===== src/rtl/wb_csr_pkg.sv =====
// Shared types and constants for the Wishbone-to-CSR bridge.
package wb_csr_pkg;

    // Bridge FSM states
    typedef enum logic [2:0] {
        IDLE,
        RD_WAIT,
        RMW_WAIT,
        RMW_WR,
        ACK
    } state_e;

    localparam int READ_LAT_DEF = 1;   // default CSR read latency in edges
    localparam int MAX_LAT      = 4;   // largest latency the counter is sized for
    localparam int CNT_W        = 3;   // latency counter width

endpackage


===== src/rtl/wb_csr_bytemerge.sv =====
// Byte-lane merge: each byte comes from new_i where sel_i is set, else from old_i.
module wb_csr_bytemerge
    import wb_csr_pkg::*;
(
    input  logic [31:0] old_i,
    input  logic [31:0] new_i,
    input  logic [3:0]  sel_i,
    output logic [31:0] merged_o
);

    // One mux per byte lane
    for (genvar n = 0; n < 4; n++) begin : g_byte
        assign merged_o[8*n +: 8] = sel_i[n] ? new_i[8*n +: 8] : old_i[8*n +: 8];
    end

endmodule


===== src/rtl/wb_csr_bridge.sv =====
// Wishbone classic slave to synchronous CSR bus bridge. Partial-byte writes
// are turned into read-modify-write so CSR slaves only see full-word writes.
module wb_csr_bridge
    import wb_csr_pkg::*;
#(
    parameter int CSR_AW   = 14,
    parameter int READ_LAT = READ_LAT_DEF
) (
    input  logic              sys_clk,
    input  logic              sys_rst,
    input  logic [31:0]       wb_adr_i,
    input  logic [31:0]       wb_dat_i,
    output logic [31:0]       wb_dat_o,
    input  logic [2:0]        wb_cti_i,
    input  logic [3:0]        wb_sel_i,
    input  logic              wb_we_i,
    input  logic              wb_cyc_i,
    input  logic              wb_stb_i,
    output logic              wb_ack_o,
    output logic [CSR_AW-1:0] csr_a,
    output logic              csr_we,
    output logic [31:0]       csr_do,
    input  logic [31:0]       csr_di
);

    if (READ_LAT < 1 || READ_LAT > MAX_LAT) begin : g_bad_lat
        $error("wb_csr_bridge: READ_LAT must be 1..4");
    end

    localparam logic [CNT_W-1:0] LAT_INIT = CNT_W'(READ_LAT);

    state_e              state_q, state_d;
    logic [CNT_W-1:0]    cnt_q, cnt_d;
    logic                ack_q, ack_d;
    logic [31:0]         rdat_q, rdat_d;
    logic [CSR_AW-1:0]   csr_a_q, csr_a_d;
    logic                csr_we_q, csr_we_d;
    logic [31:0]         csr_do_q, csr_do_d;
    logic [31:0]         wdat_q, wdat_d;
    logic [3:0]          sel_q, sel_d;
    logic [31:0]         merged;

    // Only the word-address bits and the handshake matter; the rest is ignored
    logic unused_ok;
    assign unused_ok = ^{wb_cti_i, wb_adr_i[31:CSR_AW+2], wb_adr_i[1:0]};

    wb_csr_bytemerge u_merge (
        .old_i    (csr_di),
        .new_i    (wdat_q),
        .sel_i    (sel_q),
        .merged_o (merged)
    );

    // State and output registers; reset aborts any transaction in flight
    always_ff @(posedge sys_clk) begin
        if (sys_rst) begin
            state_q  <= IDLE;
            cnt_q    <= '0;
            ack_q    <= 1'b0;
            rdat_q   <= '0;
            csr_a_q  <= '0;
            csr_we_q <= 1'b0;
            csr_do_q <= '0;
            wdat_q   <= '0;
            sel_q    <= '0;
        end else begin
            state_q  <= state_d;
            cnt_q    <= cnt_d;
            ack_q    <= ack_d;
            rdat_q   <= rdat_d;
            csr_a_q  <= csr_a_d;
            csr_we_q <= csr_we_d;
            csr_do_q <= csr_do_d;
            wdat_q   <= wdat_d;
            sel_q    <= sel_d;
        end
    end

    // Next-state logic. Full and null writes pass through RMW_WR as their
    // single commit cycle, which puts their ack at edge 1.
    always_comb begin
        state_d  = state_q;
        cnt_d    = cnt_q;
        ack_d    = 1'b0;
        rdat_d   = rdat_q;
        csr_a_d  = csr_a_q;
        csr_we_d = 1'b0;
        csr_do_d = csr_do_q;
        wdat_d   = wdat_q;
        sel_d    = sel_q;
        case (state_q)
            IDLE: begin
                if (wb_cyc_i && wb_stb_i) begin
                    csr_a_d = wb_adr_i[CSR_AW+1:2];
                    wdat_d  = wb_dat_i;
                    sel_d   = wb_sel_i;
                    if (!wb_we_i) begin
                        state_d = RD_WAIT;
                        cnt_d   = LAT_INIT;
                    end else if (wb_sel_i == 4'hF) begin
                        csr_do_d = wb_dat_i;
                        csr_we_d = 1'b1;
                        state_d  = RMW_WR;
                    end else if (wb_sel_i == 4'h0) begin
                        state_d = RMW_WR;
                    end else begin
                        state_d = RMW_WAIT;
                        cnt_d   = LAT_INIT;
                    end
                end
            end
            RD_WAIT: begin
                if (cnt_q == '0) begin
                    rdat_d  = csr_di;
                    ack_d   = wb_cyc_i;
                    state_d = wb_cyc_i ? ACK : IDLE;
                end else begin
                    cnt_d = cnt_q - 1'b1;
                end
            end
            RMW_WAIT: begin
                // Once the read is committed the write is always issued
                if (cnt_q == '0) begin
                    csr_do_d = merged;
                    csr_we_d = 1'b1;
                    state_d  = RMW_WR;
                end else begin
                    cnt_d = cnt_q - 1'b1;
                end
            end
            RMW_WR: begin
                ack_d   = wb_cyc_i;
                state_d = wb_cyc_i ? ACK : IDLE;
            end
            ACK: begin
                state_d = IDLE;
            end
            default: state_d = IDLE;
        endcase
    end

    assign wb_dat_o = rdat_q;
    assign wb_ack_o = ack_q;
    assign csr_a    = csr_a_q;
    assign csr_we   = csr_we_q;
    assign csr_do   = csr_do_q;

endmodule


===== config.mk =====
export PLATFORM = sky130hd
export DESIGN_NAME = wb_csr_bridge
export DESIGN_NICKNAME = d
export VERILOG_FILES = /design/src/rtl/wb_csr_pkg.sv /design/src/rtl/wb_csr_bytemerge.sv /design/src/rtl/wb_csr_bridge.sv
export SDC_FILE = /design/constraint.sdc
export NUM_CORES = 1
export LEC_CHECK = 0
export ABC_AREA = 1
export ABC_CLOCK_PERIOD_IN_PS = 2400
export CORE_ASPECT_RATIO = 0.7
export CORE_MARGIN = 2
export CORE_UTILIZATION = 35
export CTS_BUF_LIST = sky130_fd_sc_hd__clkbuf_16
export DETAILED_ROUTE_END_ITERATION = 16
export PLACE_DENSITY_LB_ADDON = 0.2
export SLEW_MARGIN = 10
export SYNTH_ARGS = -nofsm -noshare
export SYNTH_HDL_FRONTEND = slang
export SYNTH_HIERARCHICAL = 1
export SYNTH_SLANG_ARGS = --single-unit

===== constraint.sdc =====
create_clock -name sys_clk -period 2.4 [get_ports sys_clk]
set_input_delay 0.24 -clock sys_clk [delete_from_list [all_inputs] [get_ports sys_clk]]
set_output_delay 0.24 -clock sys_clk [all_outputs]
set_load 0.03 [all_outputs]

==> results_dict.tcl, run 1 <==
set metrics [dict create \
    status "complete, no violations" \
    cts_resized 0 \
    syn_inst 791 \
    synth_ff_type "dfxtp_1" \
    dieArea_mm2 0.0164 \
    initial_core_util_pct 36.3 \
    min_path_type "input pin to flop" \
    cts-root-buf "clkbuf_16" \
    report.final.setup_viol 0 \
    clkTransAtPathRegs_ps 60 \
    drtPass1Iterations 4 \
    vdd_drop_max_v 0.000546 \
    setup-tns-final_ps 0 \
    ant_nets 0 \
    synth_top_cell_area_share_pct 45.3 \
    wl_um 17000 \
    synth_fp_nets 901 \
    hold_viol_final 0 \
    synth_simple_gate_area_share_pct 36.2 \
    rsz0062_at_grt "no" \
    ys_seq_area_share_pct 45.3 \
    crit_path_end "csr_do[29]" \
    cp_num_cells 7 \
    grt_pass1_wl_um 28000 \
    grt_use_met2_pct 31.0 \
    final_layout_size_suffix_gt1_share_pct 6.74 \
    hold_ws_ps 216 \
    clk_path_buf_depth 2 \
    cts_tree "yes" \
    avgSynthCellArea_um2 6.82 \
    slowest_delay_ps 420 \
    startpoint "cnt_q[0]" \
    yosysTopAreaCell "dfxtp_1" \
    antennaDiodeCount 0 \
    place_congestion 0.830 \
    core-area_mm2 0.0149 \
    fin_crit_ps 1840 \
    power_density_mw_per_mm2 1130 \
    io_buffers 166 \
    rrSetupSlack_ps 560 \
    arrival_ps 2180 \
    reg2reg_from "cnt_q[0]" \
    skew_ps 10.9 \
    post_cts_buffers 0 \
    fp.dieH_um 108 \
    min_period_over_period_pct 76.8 \
    global_route.usage.met1_pct 29.5 \
    tightest_slew_ps 654 \
    fmaxAchievable_ghz 0.542 \
    critPathRequiredTime_ps 2730 \
    synth_compound_area_share_pct 11.6 \
    postCtsHoldBufs 0 \
    numCtsBuffers 17 \
    yosysWarnings 6 \
    synth_most_common_cell "nand2_1" \
    end_kind "flop" \
    criticalPathCategory "flop to flop" \
    area_delta_synth_final_pct 43.8 \
    layout.nets 1046 \
    ys_seq_elements 122 \
    clkSinkCount 122 \
    cap_violations 0 \
    grt_max_degree 60 \
    first_iter_violations 304 \
    grt_overflow_total 0 \
    async_flop_share_pct 0 \
    slew_headroom_pct 56.4 \
    path_cells "inv_1 -> ha_1 -> nand2_1 -> o21ai_4 -> buf_4 -> nand3_1 -> a21oi_1" \
    syn_area_mm2 0.00539 \
    synth_edf_count 0 \
    clkLatencyLatePin_ps 410 \
    synthAdderAreaFrac_pct 0.464 \
    synth.top_cells.by_count "nand2_1, dfxtp_1, nand3_1, a21oi_1, nor2_1" \
    num_rows 37 \
    top_usage_layer "met2" \
    drc_errors 0 \
    io-pin-count 188 \
    p_leak_uw 0.00317 \
    via_per_inst 4.89 \
    start_kind "flop" \
    first_global_vias 5427 \
    crit_family "compound AO/OA/AOI/OAI gates" \
    wl_per_cell_um 14.8 \
    antenna_found_initial 0 \
    worstPathBufferInverterCount 2 \
    rr_worst_depth 7 \
    synth_mux_area_share_pct 0 \
    critical-path-slowest-cell "o21ai_4" \
    r2r-end "csr_do[29]" \
    die_w_um 152 \
    drv_slew 0 \
    ys_types 25 \
    hpwl_um 11000 \
    use_met3_pct 7.49 \
    h-tree-depth 4 \
    synth_area_leaders "dfxtp_1, nand2_1, nand3_1, a21oi_1, nor2_1" \
    vias 5598 \
    synth_top_family_by_area "simple AND/OR/NAND/NOR gates" \
    synth_xor_area_share_pct 0 \
    grt_usage_pct 21.3 \
    crit_fanout 20 \
]
==> per-layer routing <==
layer	up-vias	routed length [um]
met2	208	6930
met3	7	1550
li1	2865	-
met5	-	0
met1	2518	8390
met4	0	91
==> report_power, final <==
part           leakage (uW)  switching, uW  internal, uW  total [uW]
combinational       0.00188           2250          1260        3510
sequential         0.000994            234          2450        2690
clock              0.000296            937          1610        2550
total               0.00317           3420          5320        8740
==> final cells by class <==
| cell class | instances | area (um2) |
|---|---|---|
| repair buffers | 183 | 1800 |
| well taps | 195 | 244 |
| multi-input cells | 593 | 2610 |
| clock inverters | 15 | 160 |
| inverters | 19 | 71.3 |
| flip-flops and latches | 122 | 2440 |
| clock buffers | 17 | 425 |
| fillers | 1467 | 7100 |
==> state kept, by name (all words and copies together), names as in the netlist <==
signal,flops
cnt_q,3
csr_a,14
csr_do,32
csr_we,1
sel_q,4
state_q,3
wb_ack_o,1
wb_dat_o,32
wdat_q,32
==> how the worst min path moves through the flow <==
stage,end,from,depth (start not counted)
2_1_floorplan,wb_dat_o[0],csr_di[0],2
5_1_grt,csr_a[3],sys_rst,2
4_1_cts,csr_a[5],sys_rst,2
3_5_place_dp,csr_do[3],csr_do[3],2
6_report,csr_a[3],sys_rst,2
3_3_place_gp,csr_a[6],csr_a[6],2
==> through the flow <==
stage | instances | setup slack, ps | cell area [um2] | total power, uW | utilization [%]
4_1_cts | 1144 | 562 | 7760 | 8810 | 52.2
3_3_place_gp | 1112 | 528 | 7170 | 6220 | 48.3
3_5_place_dp | 1112 | 521 | 7170 | 6230 | 48.3
5_1_grt | 1144 | 393 | 7760 | 9270 | 52.2
2_1_floorplan | 791 | 1030 | 5390 | 4890 | -
6_report | 1144 | 556 | 7760 | 8740 | 52.2
==> placed cells by master, fill, tap and decap left out <==
cell,netlist,routed
inv_1,12,14
nand2_4,1,1
a21oi_1,83,83
clkinv_1,1,1
o21ai_1,5,4
dfxtp_2,0,1
o21ai_4,1,2
nor3_1,2,2
bufinv_16,0,3
nand2_2,2,2
clkbuf_16,0,17
nand4_1,2,2
nand3b_1,1,1
clkinvlp_4,0,1
dfxtp_1,122,121
nand2_1,263,263
nand3_1,119,119
clkinv_2,0,5
nor2_2,2,2
clkinv_4,0,3
ha_1,2,2
nor2_1,75,75
clkdlybuf4s50_1,0,165
buf_4,6,17
o21ai_0,32,32
o21a_1,1,1
buf_12,0,1
nor2_4,2,2
inv_2,6,7
==> logic make-up (layout without fill, tap and decap cells) <==
| family | after synthesis | in the layout |
|---|---|---|
| flops | 122 | 122 |
| compound gates | 122 | 122 |
| fa+ha+maj | 2 | 2 |
| buf+inv | 76 | 234 |
| simple gates | 469 | 469 |
Power figures use the tool's default switching activity.
==> inputs of run 2 (changes only) <==
--- a/config.mk
+++ b/config.mk
@@ -6,7 +6,7 @@
 export NUM_CORES = 1
 export LEC_CHECK = 0
 export ABC_AREA = 1
-export ABC_CLOCK_PERIOD_IN_PS = 2400
+export ABC_CLOCK_PERIOD_IN_PS = 1600
 export CORE_ASPECT_RATIO = 0.7
 export CORE_MARGIN = 2
 export CORE_UTILIZATION = 35
==> constraint.sdc (replaced) <==
create_clock -name sys_clk -period 1.6 [get_ports sys_clk]
set_input_delay 0.16 -clock sys_clk [delete_from_list [all_inputs] [get_ports sys_clk]]
set_output_delay 0.16 -clock sys_clk [all_outputs]
set_load 0.03 [all_outputs]
==> run 2 against run 1 <==
Critical path depth fell by 6. Largest power group unchanged. Highest routed layer unchanged. Critical path type is now flop to output port. Core utilization is 3.4 points higher. Flip-flop and latch count unchanged.
==> results_dict.tcl, run 2 (same netlist as run 1, synthesis figures left out) <==
set metrics [dict create \
    seq_area_mm2 0.00244 \
    final_layout_size_suffix_gt1_share_pct 10.1 \
    crit_family "buffers and inverters" \
    report.final.setup_viol 0 \
    dieArea_mm2 0.0164 \
    cts-root-buf "clkbuf_16" \
    io-pin-count 188 \
    fin_crit_ps 1560 \
    io_buffers 166 \
    final_common_cell "nand2_1" \
    grt_pass1_wl_um 28100 \
    first_global_vias 5297 \
    grt_usage_pct 21.6 \
    cap_violations 0 \
    fmaxAchievable_ghz 0.641 \
    p_leak_uw 0.00437 \
    slew_headroom_pct 71.0 \
    stdcell_area_mm2 0.00826 \
    skew_ps 10.5 \
    place_congestion 0.797 \
    antenna_found_initial 1 \
    final_util_pct 55.6 \
    clk_path_buf_depth 2 \
    vdd_drop_max_v 0.00111 \
    status "complete, no violations" \
    first_iter_violations 488 \
    grt_max_degree 68 \
    postCtsHoldBufs 0 \
    min_period_over_period_pct 97.4 \
    grt_overflow_total 0 \
    fp.dieH_um 108 \
    antennaDiodeCount 0 \
    numCtsBuffers 17 \
    num_rows 37 \
    final_cell_mix "nand2_1, dfxtp_1, nand3_1" \
    min_path_type "input pin to flop" \
    crit_fanout 2 \
    area_delta_synth_final_pct 53.2 \
    clkSinkCount 122 \
    rsz0062_at_grt "no" \
    initial_core_util_pct 36.3 \
    dpl_cell_area_mm2 0.00742 \
    drtPass1Iterations 5 \
    hold_viol_final 0 \
    ant_nets 0 \
    placed_cells 1135 \
    cts_tree "yes" \
    criticalPathCategory "flop to output port" \
    multiInputGateArea_mm2 0.00265 \
    arrival_ps 1400 \
    fillers 1420 \
    vias 5748 \
    wl_per_cell_um 15.3 \
    clkLatencyLatePin_ps 410 \
    via_per_inst 4.91 \
    layout.cells.non_filler 1171 \
    critPathRequiredTime_ps 1440 \
    tightest_slew_ps 434 \
    power.total_uw 13800 \
    core-area_mm2 0.0149 \
    layout.nets 1073 \
    path_cells "clkdlybuf4s50_1" \
    drv_slew 0 \
    die_w_um 152 \
    wl_um 17900 \
    worstPathBufferInverterCount 1 \
    drc_errors 0 \
    hpwl_um 11800 \
    end_kind "output port" \
    start_kind "flop" \
    slowest_delay_ps 670 \
    clkTransAtPathRegs_ps 60 \
    h-tree-depth 4 \
    power_density_mw_per_mm2 1670 \
    critical-path-slowest-cell "clkdlybuf4s50_1" \
]
run 2: metrics by stage:
stage               hold slack (ps)  worst slack (ps)  TNS, ps
finish                          104              41.1        0
global route                   92.4              1.40        0
CTS                            88.5            0.0813        0
detailed placement              452             -58.7     -464
global placement                447             -8.89    -12.4
floorplan                       295               229        0
run 2: layout make-up:
type,count,area share [%]
Multi-Input combinational cell,593,32.1
Sequential cell,122,29.6
Timing Repair Buffer,210,26.9
Clock buffer,17,5.15
Tap cell,195,2.95
Clock inverter,15,2.44
Inverter,19,0.863
run 2: where the power goes:
group	internal (uW)	switching, uW
clock network	2610	1460
logic	2150	3570
registers	3680	352
run 2: what timing repair did:
action,CTS,global route
pin swaps,0,6
resized for setup,25,66
gates cloned,0,2
setup buffers,0,2
setup endpoints to repair,25,102
run 2: path summary, 6_finish.rpt:
kind              start    endpoint  slack [ps]  depth (start not counted)
min             sys_rst   wdat_q[7]         100                          2
min reg2reg   csr_do[1]   csr_do[1]         460                          2
max          csr_do[16]  csr_do[16]          40                          1
max reg2reg  state_q[0]  csr_do[23]          70                          9
run 2: per-layer routing:
metal	GRT usage (%)	part of all wire (%)
met5	0	0
met4	4.21	0.79
met3	7.41	9.5
met2	30.7	41
met1	31.5	49
